--- config.mk ---
export PLATFORM = sky130hd
export DESIGN_NAME = dps_utim_cmp_array
export DESIGN_NICKNAME = d
export VERILOG_FILES = /design/src/rtl/dps_utim_pkg.sv /design/src/rtl/dps_utim_cmp_channel.sv /design/src/rtl/dps_utim_cmp_array.sv
export SDC_FILE = /design/constraint.sdc
export NUM_CORES = 2
export LEC_CHECK = 0
export CAP_MARGIN = 20
export CORE_MARGIN = 4
export CORE_UTILIZATION = 55
export CTS_CLUSTER_DIAMETER = 50
export DETAILED_ROUTE_END_ITERATION = 8
export PLACE_DENSITY = 0.77
export SYNTH_ARGS = -nofsm -noshare
export SYNTH_HDL_FRONTEND = slang
export SYNTH_SLANG_ARGS = --single-unit
--- constraint.sdc ---
create_clock -name iCLOCK -period 3.2 [get_ports iCLOCK]
set_input_delay 0.8 -clock iCLOCK [delete_from_list [all_inputs] [get_ports iCLOCK]]
set_output_delay 0.8 -clock iCLOCK [all_outputs]
set_load 0.03 [all_outputs]
--- src/rtl/dps_utim_pkg.sv ---
// Shared definitions for the UTIM64 compare/interrupt array: lane geometry,
// bit positions of the per-channel configuration word and the DQM lane merge.
package dps_utim_pkg;

    localparam int UTIM_LANE_W = 32;

    // Configuration word carried from the top-level decode into each channel
    localparam int CONF_W            = 4;
    localparam int CONF_ENA_BIT      = 0;
    localparam int CONF_IRQENA_BIT   = 1;
    localparam int CONF_FULLMODE_BIT = 2;
    localparam int CONF_PERIODIC_BIT = 3;

    // Select one 32-bit lane: an active-low mask bit of 0 takes the written
    // lane, a mask bit of 1 keeps the alternative lane.
    function automatic logic [UTIM_LANE_W-1:0] lane_mask_merge(
        input logic                   lane_mask_n,
        input logic [UTIM_LANE_W-1:0] wr_lane,
        input logic [UTIM_LANE_W-1:0] keep_lane
    );
        logic [UTIM_LANE_W-1:0] result_s;
        if (lane_mask_n == 1'b0) begin
            result_s = wr_lane;
        end else begin
            result_s = keep_lane;
        end
        return result_s;
    endfunction

endpackage

--- src/rtl/dps_utim_cmp_channel.sv ---
// One compare channel: holds interval (ini), current target (counter), mode
// bits and the sticky pending flag; detects a match against the main timer
// and performs periodic reload or one-shot disarm.
module dps_utim_cmp_channel
    import dps_utim_pkg::*;
#(
    parameter  int P_WIDTH = 64,
    localparam int P_LANES = P_WIDTH / UTIM_LANE_W
) (
    input  logic               clk,
    input  logic               rst_n,
    input  logic               mtimer_working,
    input  logic [P_WIDTH-1:0] mtimer_count,
    input  logic               conf_write,
    input  logic [CONF_W-1:0]  conf_word,
    input  logic               count_write,
    input  logic [P_LANES-1:0] count_dqm_n,
    input  logic [P_WIDTH-1:0] count_value,
    input  logic               irq_clear,
    output logic               pending,
    output logic [P_WIDTH-1:0] counter,
    output logic               ena,
    output logic               irqena
);

    logic               ena_r, irqena_r, fullmode_r, periodic_r, pending_r;
    logic [P_WIDTH-1:0] ini_r, counter_r;

    logic               ena_nxt_s, irqena_nxt_s, fullmode_nxt_s, periodic_nxt_s, pending_nxt_s;
    logic [P_WIDTH-1:0] ini_nxt_s, counter_nxt_s;
    logic               ini_nz_s, eq_s, match_s;

    // Compare target against main count; 32-bit mode looks at the low lane only
    always_comb begin
        ini_nz_s = 1'b0;
        eq_s     = 1'b0;
        if (fullmode_r) begin
            ini_nz_s = (ini_r != '0);
            eq_s     = (counter_r == mtimer_count);
        end else begin
            ini_nz_s = (ini_r[UTIM_LANE_W-1:0] != '0);
            eq_s     = (counter_r[UTIM_LANE_W-1:0] == mtimer_count[UTIM_LANE_W-1:0]);
        end
        match_s = mtimer_working & ena_r & ini_nz_s & eq_s;
    end

    // Next-state: a count write beats reload/disarm, a conf write beats disarm,
    // and a pending set beats a same-cycle clear
    always_comb begin
        ini_nxt_s      = ini_r;
        counter_nxt_s  = counter_r;
        ena_nxt_s      = ena_r;
        irqena_nxt_s   = irqena_r;
        fullmode_nxt_s = fullmode_r;
        periodic_nxt_s = periodic_r;
        pending_nxt_s  = pending_r;

        if (count_write) begin
            for (int l = 0; l < P_LANES; l++) begin
                ini_nxt_s[l*UTIM_LANE_W +: UTIM_LANE_W] =
                    lane_mask_merge(count_dqm_n[l], count_value[l*UTIM_LANE_W +: UTIM_LANE_W],
                                    ini_r[l*UTIM_LANE_W +: UTIM_LANE_W]);
                // A masked lane restarts from its interval
                counter_nxt_s[l*UTIM_LANE_W +: UTIM_LANE_W] =
                    lane_mask_merge(count_dqm_n[l], count_value[l*UTIM_LANE_W +: UTIM_LANE_W],
                                    ini_r[l*UTIM_LANE_W +: UTIM_LANE_W]);
            end
        end else if (match_s) begin
            if (periodic_r) begin
                counter_nxt_s = counter_r + ini_r;
            end else begin
                ena_nxt_s = 1'b0;
            end
        end else begin
            counter_nxt_s = counter_r;
        end

        if (conf_write) begin
            ena_nxt_s      = conf_word[CONF_ENA_BIT];
            irqena_nxt_s   = conf_word[CONF_IRQENA_BIT];
            fullmode_nxt_s = conf_word[CONF_FULLMODE_BIT];
            periodic_nxt_s = conf_word[CONF_PERIODIC_BIT];
        end else begin
            irqena_nxt_s = irqena_r;
        end

        if (match_s && irqena_r) begin
            pending_nxt_s = 1'b1;
        end else if (irq_clear) begin
            pending_nxt_s = 1'b0;
        end else begin
            pending_nxt_s = pending_r;
        end
    end

    // Channel state registers
    always_ff @(posedge clk or negedge rst_n) begin
        if (!rst_n) begin
            ena_r      <= 1'b0;
            irqena_r   <= 1'b0;
            fullmode_r <= 1'b0;
            periodic_r <= 1'b0;
            pending_r  <= 1'b0;
            ini_r      <= '0;
            counter_r  <= '0;
        end else begin
            ena_r      <= ena_nxt_s;
            irqena_r   <= irqena_nxt_s;
            fullmode_r <= fullmode_nxt_s;
            periodic_r <= periodic_nxt_s;
            pending_r  <= pending_nxt_s;
            ini_r      <= ini_nxt_s;
            counter_r  <= counter_nxt_s;
        end
    end

    assign pending = pending_r;
    assign counter = counter_r;
    assign ena     = ena_r;
    assign irqena  = irqena_r;

endmodule

--- src/rtl/dps_utim_cmp_array.sv ---
// UTIM64 multi-channel compare/interrupt unit: channel select decode,
// per-channel compare instances, read-back mux and interrupt OR-reduce.
module dps_utim_cmp_array
    import dps_utim_pkg::*;
#(
    parameter  int P_CH    = 4,
    parameter  int P_WIDTH = 64,
    localparam int P_LANES = P_WIDTH / UTIM_LANE_W,
    localparam int P_SELW  = (P_CH > 1) ? $clog2(P_CH) : 1
) (
    input  logic               iCLOCK,
    input  logic               inRESET,
    input  logic               iMTIMER_WORKING,
    input  logic [P_WIDTH-1:0] iMTIMER_COUNT,
    input  logic               iCONF_WRITE,
    input  logic [P_SELW-1:0]  iSEL,
    input  logic               iCONF_ENA,
    input  logic               iCONF_IRQENA,
    input  logic               iCONF_FULLMODE,
    input  logic               iCONF_PERIODIC,
    input  logic               iCOUNT_WRITE,
    input  logic [P_LANES-1:0] inCOUNT_DQM,
    input  logic [P_WIDTH-1:0] iCOUNT_COUNTER,
    input  logic [P_CH-1:0]    iIRQ_CLEAR,
    output logic [P_CH-1:0]    oPENDING,
    output logic [P_WIDTH-1:0] oRD_COUNTER,
    output logic               oRD_ENA,
    output logic               oIRQ
);

    logic [CONF_W-1:0]  conf_word_s;
    logic [P_CH-1:0]    sel_hit_s;
    logic [P_CH-1:0]    pending_vec_s;
    logic [P_CH-1:0]    irqena_vec_s;
    logic [P_CH-1:0]    ena_vec_s;
    logic [P_WIDTH-1:0] ch_counter_s [P_CH];
    logic [P_WIDTH-1:0] rd_counter_s;
    logic               rd_ena_s;

    // Pack the configuration inputs into the channel conf word
    always_comb begin
        conf_word_s                    = '0;
        conf_word_s[CONF_ENA_BIT]      = iCONF_ENA;
        conf_word_s[CONF_IRQENA_BIT]   = iCONF_IRQENA;
        conf_word_s[CONF_FULLMODE_BIT] = iCONF_FULLMODE;
        conf_word_s[CONF_PERIODIC_BIT] = iCONF_PERIODIC;
    end

    // One-hot channel select; out-of-range selects hit nothing
    always_comb begin
        sel_hit_s = '0;
        for (int c = 0; c < P_CH; c++) begin
            sel_hit_s[c] = (int'(iSEL) == c);
        end
    end

    for (genvar c = 0; c < P_CH; c++) begin : g_ch
        dps_utim_cmp_channel #(
            .P_WIDTH (P_WIDTH)
        ) u_ch (
            .clk            (iCLOCK),
            .rst_n          (inRESET),
            .mtimer_working (iMTIMER_WORKING),
            .mtimer_count   (iMTIMER_COUNT),
            .conf_write     (iCONF_WRITE & sel_hit_s[c]),
            .conf_word      (conf_word_s),
            .count_write    (iCOUNT_WRITE & sel_hit_s[c]),
            .count_dqm_n    (inCOUNT_DQM),
            .count_value    (iCOUNT_COUNTER),
            .irq_clear      (iIRQ_CLEAR[c]),
            .pending        (pending_vec_s[c]),
            .counter        (ch_counter_s[c]),
            .ena            (ena_vec_s[c]),
            .irqena         (irqena_vec_s[c])
        );
    end

    // Read-back mux: AND-OR over the one-hot select so no hit reads zero
    always_comb begin
        rd_counter_s = '0;
        rd_ena_s     = 1'b0;
        for (int c = 0; c < P_CH; c++) begin
            rd_counter_s = rd_counter_s | ({P_WIDTH{sel_hit_s[c]}} & ch_counter_s[c]);
            rd_ena_s     = rd_ena_s | (sel_hit_s[c] & ena_vec_s[c]);
        end
    end

    assign oPENDING    = pending_vec_s;
    assign oRD_COUNTER = rd_counter_s;
    assign oRD_ENA     = rd_ena_s;
    assign oIRQ        = |(pending_vec_s & irqena_vec_s);

endmodule
==> flow_summary.ini <==
[cts]
clock_tree_from_tritoncts = yes
clock_sinks = 532
cts.reportedPaths.clkPinSlew_ns = 0.06
cts-htree-levels = 3
cts.root.buffer_cell = clkbuf_16
number_of_buffers_inserted_by_hold_repair_at_cts = 0
cts_buffer_count = 77
clock_insertion_delay_worst_skew_ns = 0.63
clk_path_buf_depth = 3

[yosys]
synth_seq_cells = 532
post_synth_xor_area_fraction_pct = 9.82
synth-compound-area-share_pct = 23.3
synth_ff_type = dfrtp_1
yosys.area_share.adder_pct = 7.58
post_synth_inst_count = 4813
synth.mux.area_fraction_pct = 11.0
yosys.cell_types.count = 86
synth_edf_count = 0
post-synth-top-area-fraction_pct = 31.2
mean_instance_size_in_the_synthesized_netlist_um2 = 8.86
synth_seq_area_share_pct = 31.2
yosysWarnings = 0
main_combinational_cell_family_by_area_after_synthesis = compound AO/OA/AOI/OAI gates
synth.top_cells.by_area = dfrtp_1 (31%), a21oi_1 (8.4%), ha_1 (7.4%)
synthesis.area_um2 = 42600
synth_simple_gate_area_share_pct = 13.8
ys_async_sr_fraction_pct = 100
synthDominantAreaCellType = dfrtp_1
synth.net_count = 5214

[critical_path]
critPathMaxStageDelay_ns = 0.48
required_ns = 3.69
timing.critical_path.slowest_stage_cell = a22oi_2
timing.reg2reg.worst_path_depth = 14
critPathKind = reg -> reg
critical_path.cell_chain = ha_4, buf_4, a21o_1, a31o_2, a22oi_2, o2111ai_4, nand2_2, o41ai_4, a21oi_2, o21ai_2, a221o_1, a211oi_2, xor2_1, o21ai_1
crit_path_max_fanout = 4
arrival_ns = 4.33
critical_path_end_type = flip-flop
cp-start-kind = flip-flop

[cells_and_area]
commonest_non_fill_non_tap_cell_in_the_layout = buf_4
layout.filler_cells = 4902
finish.instance_area_um2 = 60300
design.final.nets = 6460
finalCoreUtilization_pct = 79.0
mostFrequentLayoutCells = buf_4 (1,199), a21oi_1 (660), dfrtp_1 (527), nor2_1 (359), xor2_1 (311)
drive_above_1_share_pct = 35.3
synthToLayoutAreaGrowth_pct = 41.4

[floorplan]
floorplan.initialDensity_pct = 55.9
die_h_um = 286
die_area_um2 = 82000
top_level_ports = 215
core-area_um2 = 76300
rows = 101
die-width_um = 286

[power_and_ir_drop]
switchingPower_mw = 23.2
swShare_pct = 44.6
p_int_mw = 28.8
clockPowerShare_pct = 17.0
share_comb_of_total_power_pct = 63.1
max-vdd-ir-drop_v = 0.000595
power.static_leakage_nw = 26.8
power.density_cell_area_nw_per_um2 = 864
report.power.total_mw = 52.1
power.sequential.fraction_pct = 19.9

[placed_design]
setup_slack_at_placement_ns = -0.835
post_placement_cell_area_um2 = 53900
place_congestion = 1.08
detailedPlacementHpwl_um = 159000
place.port_buffers = 214

[outcome]
outcome = finished, violations left
failed_checks = setup timing

[sta]
final.setup.worst_slack_ns = -0.650
period_minus_slack_ns = 3.85
ratio_of_final_minimum_period_to_clock_period_pct = 120
tightest_slew_ns = 0.852
final-hold-violation-count = 0
finalSetupViolations = 127
finalMaxSlewViolations = 0
max_freq_mhz = 260
whs_ns = 0.137
rsz0062_at_grt = true
finalClockSkew_ns = 0.0275
slew_headroom_pct = 43.1

[detailed_routing]
drt_iter0_drc = 6923
drt-vias-per-instance = 6.81
wl_per_cell_um = 29.8
number_of_iterations_in_the_first_detailed_routing_pass = 9
drc = 0
ant_nets = 0
drt_wl_total_um = 213000
vias = 48700

[grt]
grt_max_degree = 77
grt_overflow = 0
antenna_found_initial = 19
grt_first_pass_wirelength_um = 290000
groute.usage.overall_pct = 47.3
grt_pass1_vias = 45400

[min_path]
timing.hold.worst.class = in -> async

[flow_run]
maxCapViolations = 0
## sequential cells by signal (all words and copies together) (netlist names)
signal                flops
g_ch.u_ch.periodic_r      4
g_ch.u_ch.irqena          4
g_ch.u_ch.ini_r         256
g_ch.u_ch.ena             4
g_ch.u_ch.pending         4
g_ch.u_ch.counter       256
g_ch.u_ch.fullmode_r      4
## cell usage after synthesis (all sizes together), types with 155 or more instances
| library cell | number |
|---|---|
| a21oi | 719 |
| dfrtp | 532 |
| nor2 | 383 |
| xor2 | 323 |
| nand2 | 267 |
| ha | 252 |
| mux2 | 252 |
| clkbuf | 231 |
| o21ai | 228 |
| a211oi | 182 |
| a21o | 159 |
| xnor2 | 155 |
## area by class of cell
class | count | area, um2 | share of cell area, %
Antenna cell | 12 | 30.0 | 0.0498
Clock inverter | 41 | 531 | 0.880
Multi-Input combinational cell | 3915 | 30700 | 51.0
Sequential cell | 532 | 13300 | 22.1
Tap cell | 1030 | 1290 | 2.14
Inverter | 88 | 330 | 0.548
Clock buffer | 93 | 2070 | 3.43
Timing Repair Buffer | 1445 | 12000 | 19.9
## worst max-delay path: cells and delay by family (launching register included)
family	cells	cell delay, ns
xor gates and xnor gates	1	0.21
buffers and inverters	1	0.15
AOI/OAI and AO/OA	10	2.38
and+or+nand+nor	1	0.22
DFF	1	0.45
adders and majority gates	1	0.28
## through the flow
stage / TNS, ns / cells
3_5_place_dp: -147.75 / 6899
4_1_cts: -6.05 / 7099
6_report: -21.24 / 7156
3_3_place_gp: -137.53 / 6899
5_1_grt: -29.84 / 7148
2_1_floorplan: -0.133 / 4813
## layer usage
metal | part of all wire [%] | up-vias | global-route usage [%] | wire, um
met4 | 5.0 | 6 | 15.8 | 10600
met2 | 39 | 4037 | 64.5 | 83800
li1 | - | 20400 | - | -
met3 | 18 | 834 | 24.3 | 38900
met5 | 0.045 | - | 0 | 95
met1 | 37 | 23500 | 64.6 | 79800
## cells by family after synthesis
| group | Yosys count |
|---|---|
| buf+inv | 366 |
| simple gates | 1216 |
| compound gates | 1611 |
| flops | 532 |
| fa+ha+maj | 256 |
| mux | 354 |
| xor+xnor | 478 |
## path summary, 6_finish.rpt
path	from	end	slack, ns
setup / recovery	g_ch[0].u_ch.ini_r[15]	g_ch[0].u_ch.counter[62]	-0.65
hold / removal	inRESET	g_ch[3].u_ch.ini_r[13]	0.14
setup reg to reg	g_ch[0].u_ch.ini_r[15]	g_ch[0].u_ch.counter[62]	-0.65
hold reg to reg	g_ch[2].u_ch.pending	g_ch[2].u_ch.pending	0.55
max in group asynchronous	inRESET	g_ch[0].u_ch.counter[60]	2.15
min in group iCLOCK	g_ch[2].u_ch.pending	g_ch[2].u_ch.pending	0.55
## power groups by stage
stage,Sequential (mW),Clock [mW],Combinational (mW)
finish,10.4,8.86,32.9
global route,10.4,9.12,34.4
CTS,10.1,8.79,29.1
detailed placement,10.1,0,26.9
global placement,10.1,0,26.7
floorplan,9.84,0,15.3
## timing repair
item	CTS	global route
endpoints found under the setup margin	190	260
setup buffers	71	60
pin swaps	166	277
gates cloned	0	1
resized for setup	266	332
Power figures use the tool's default switching activity.
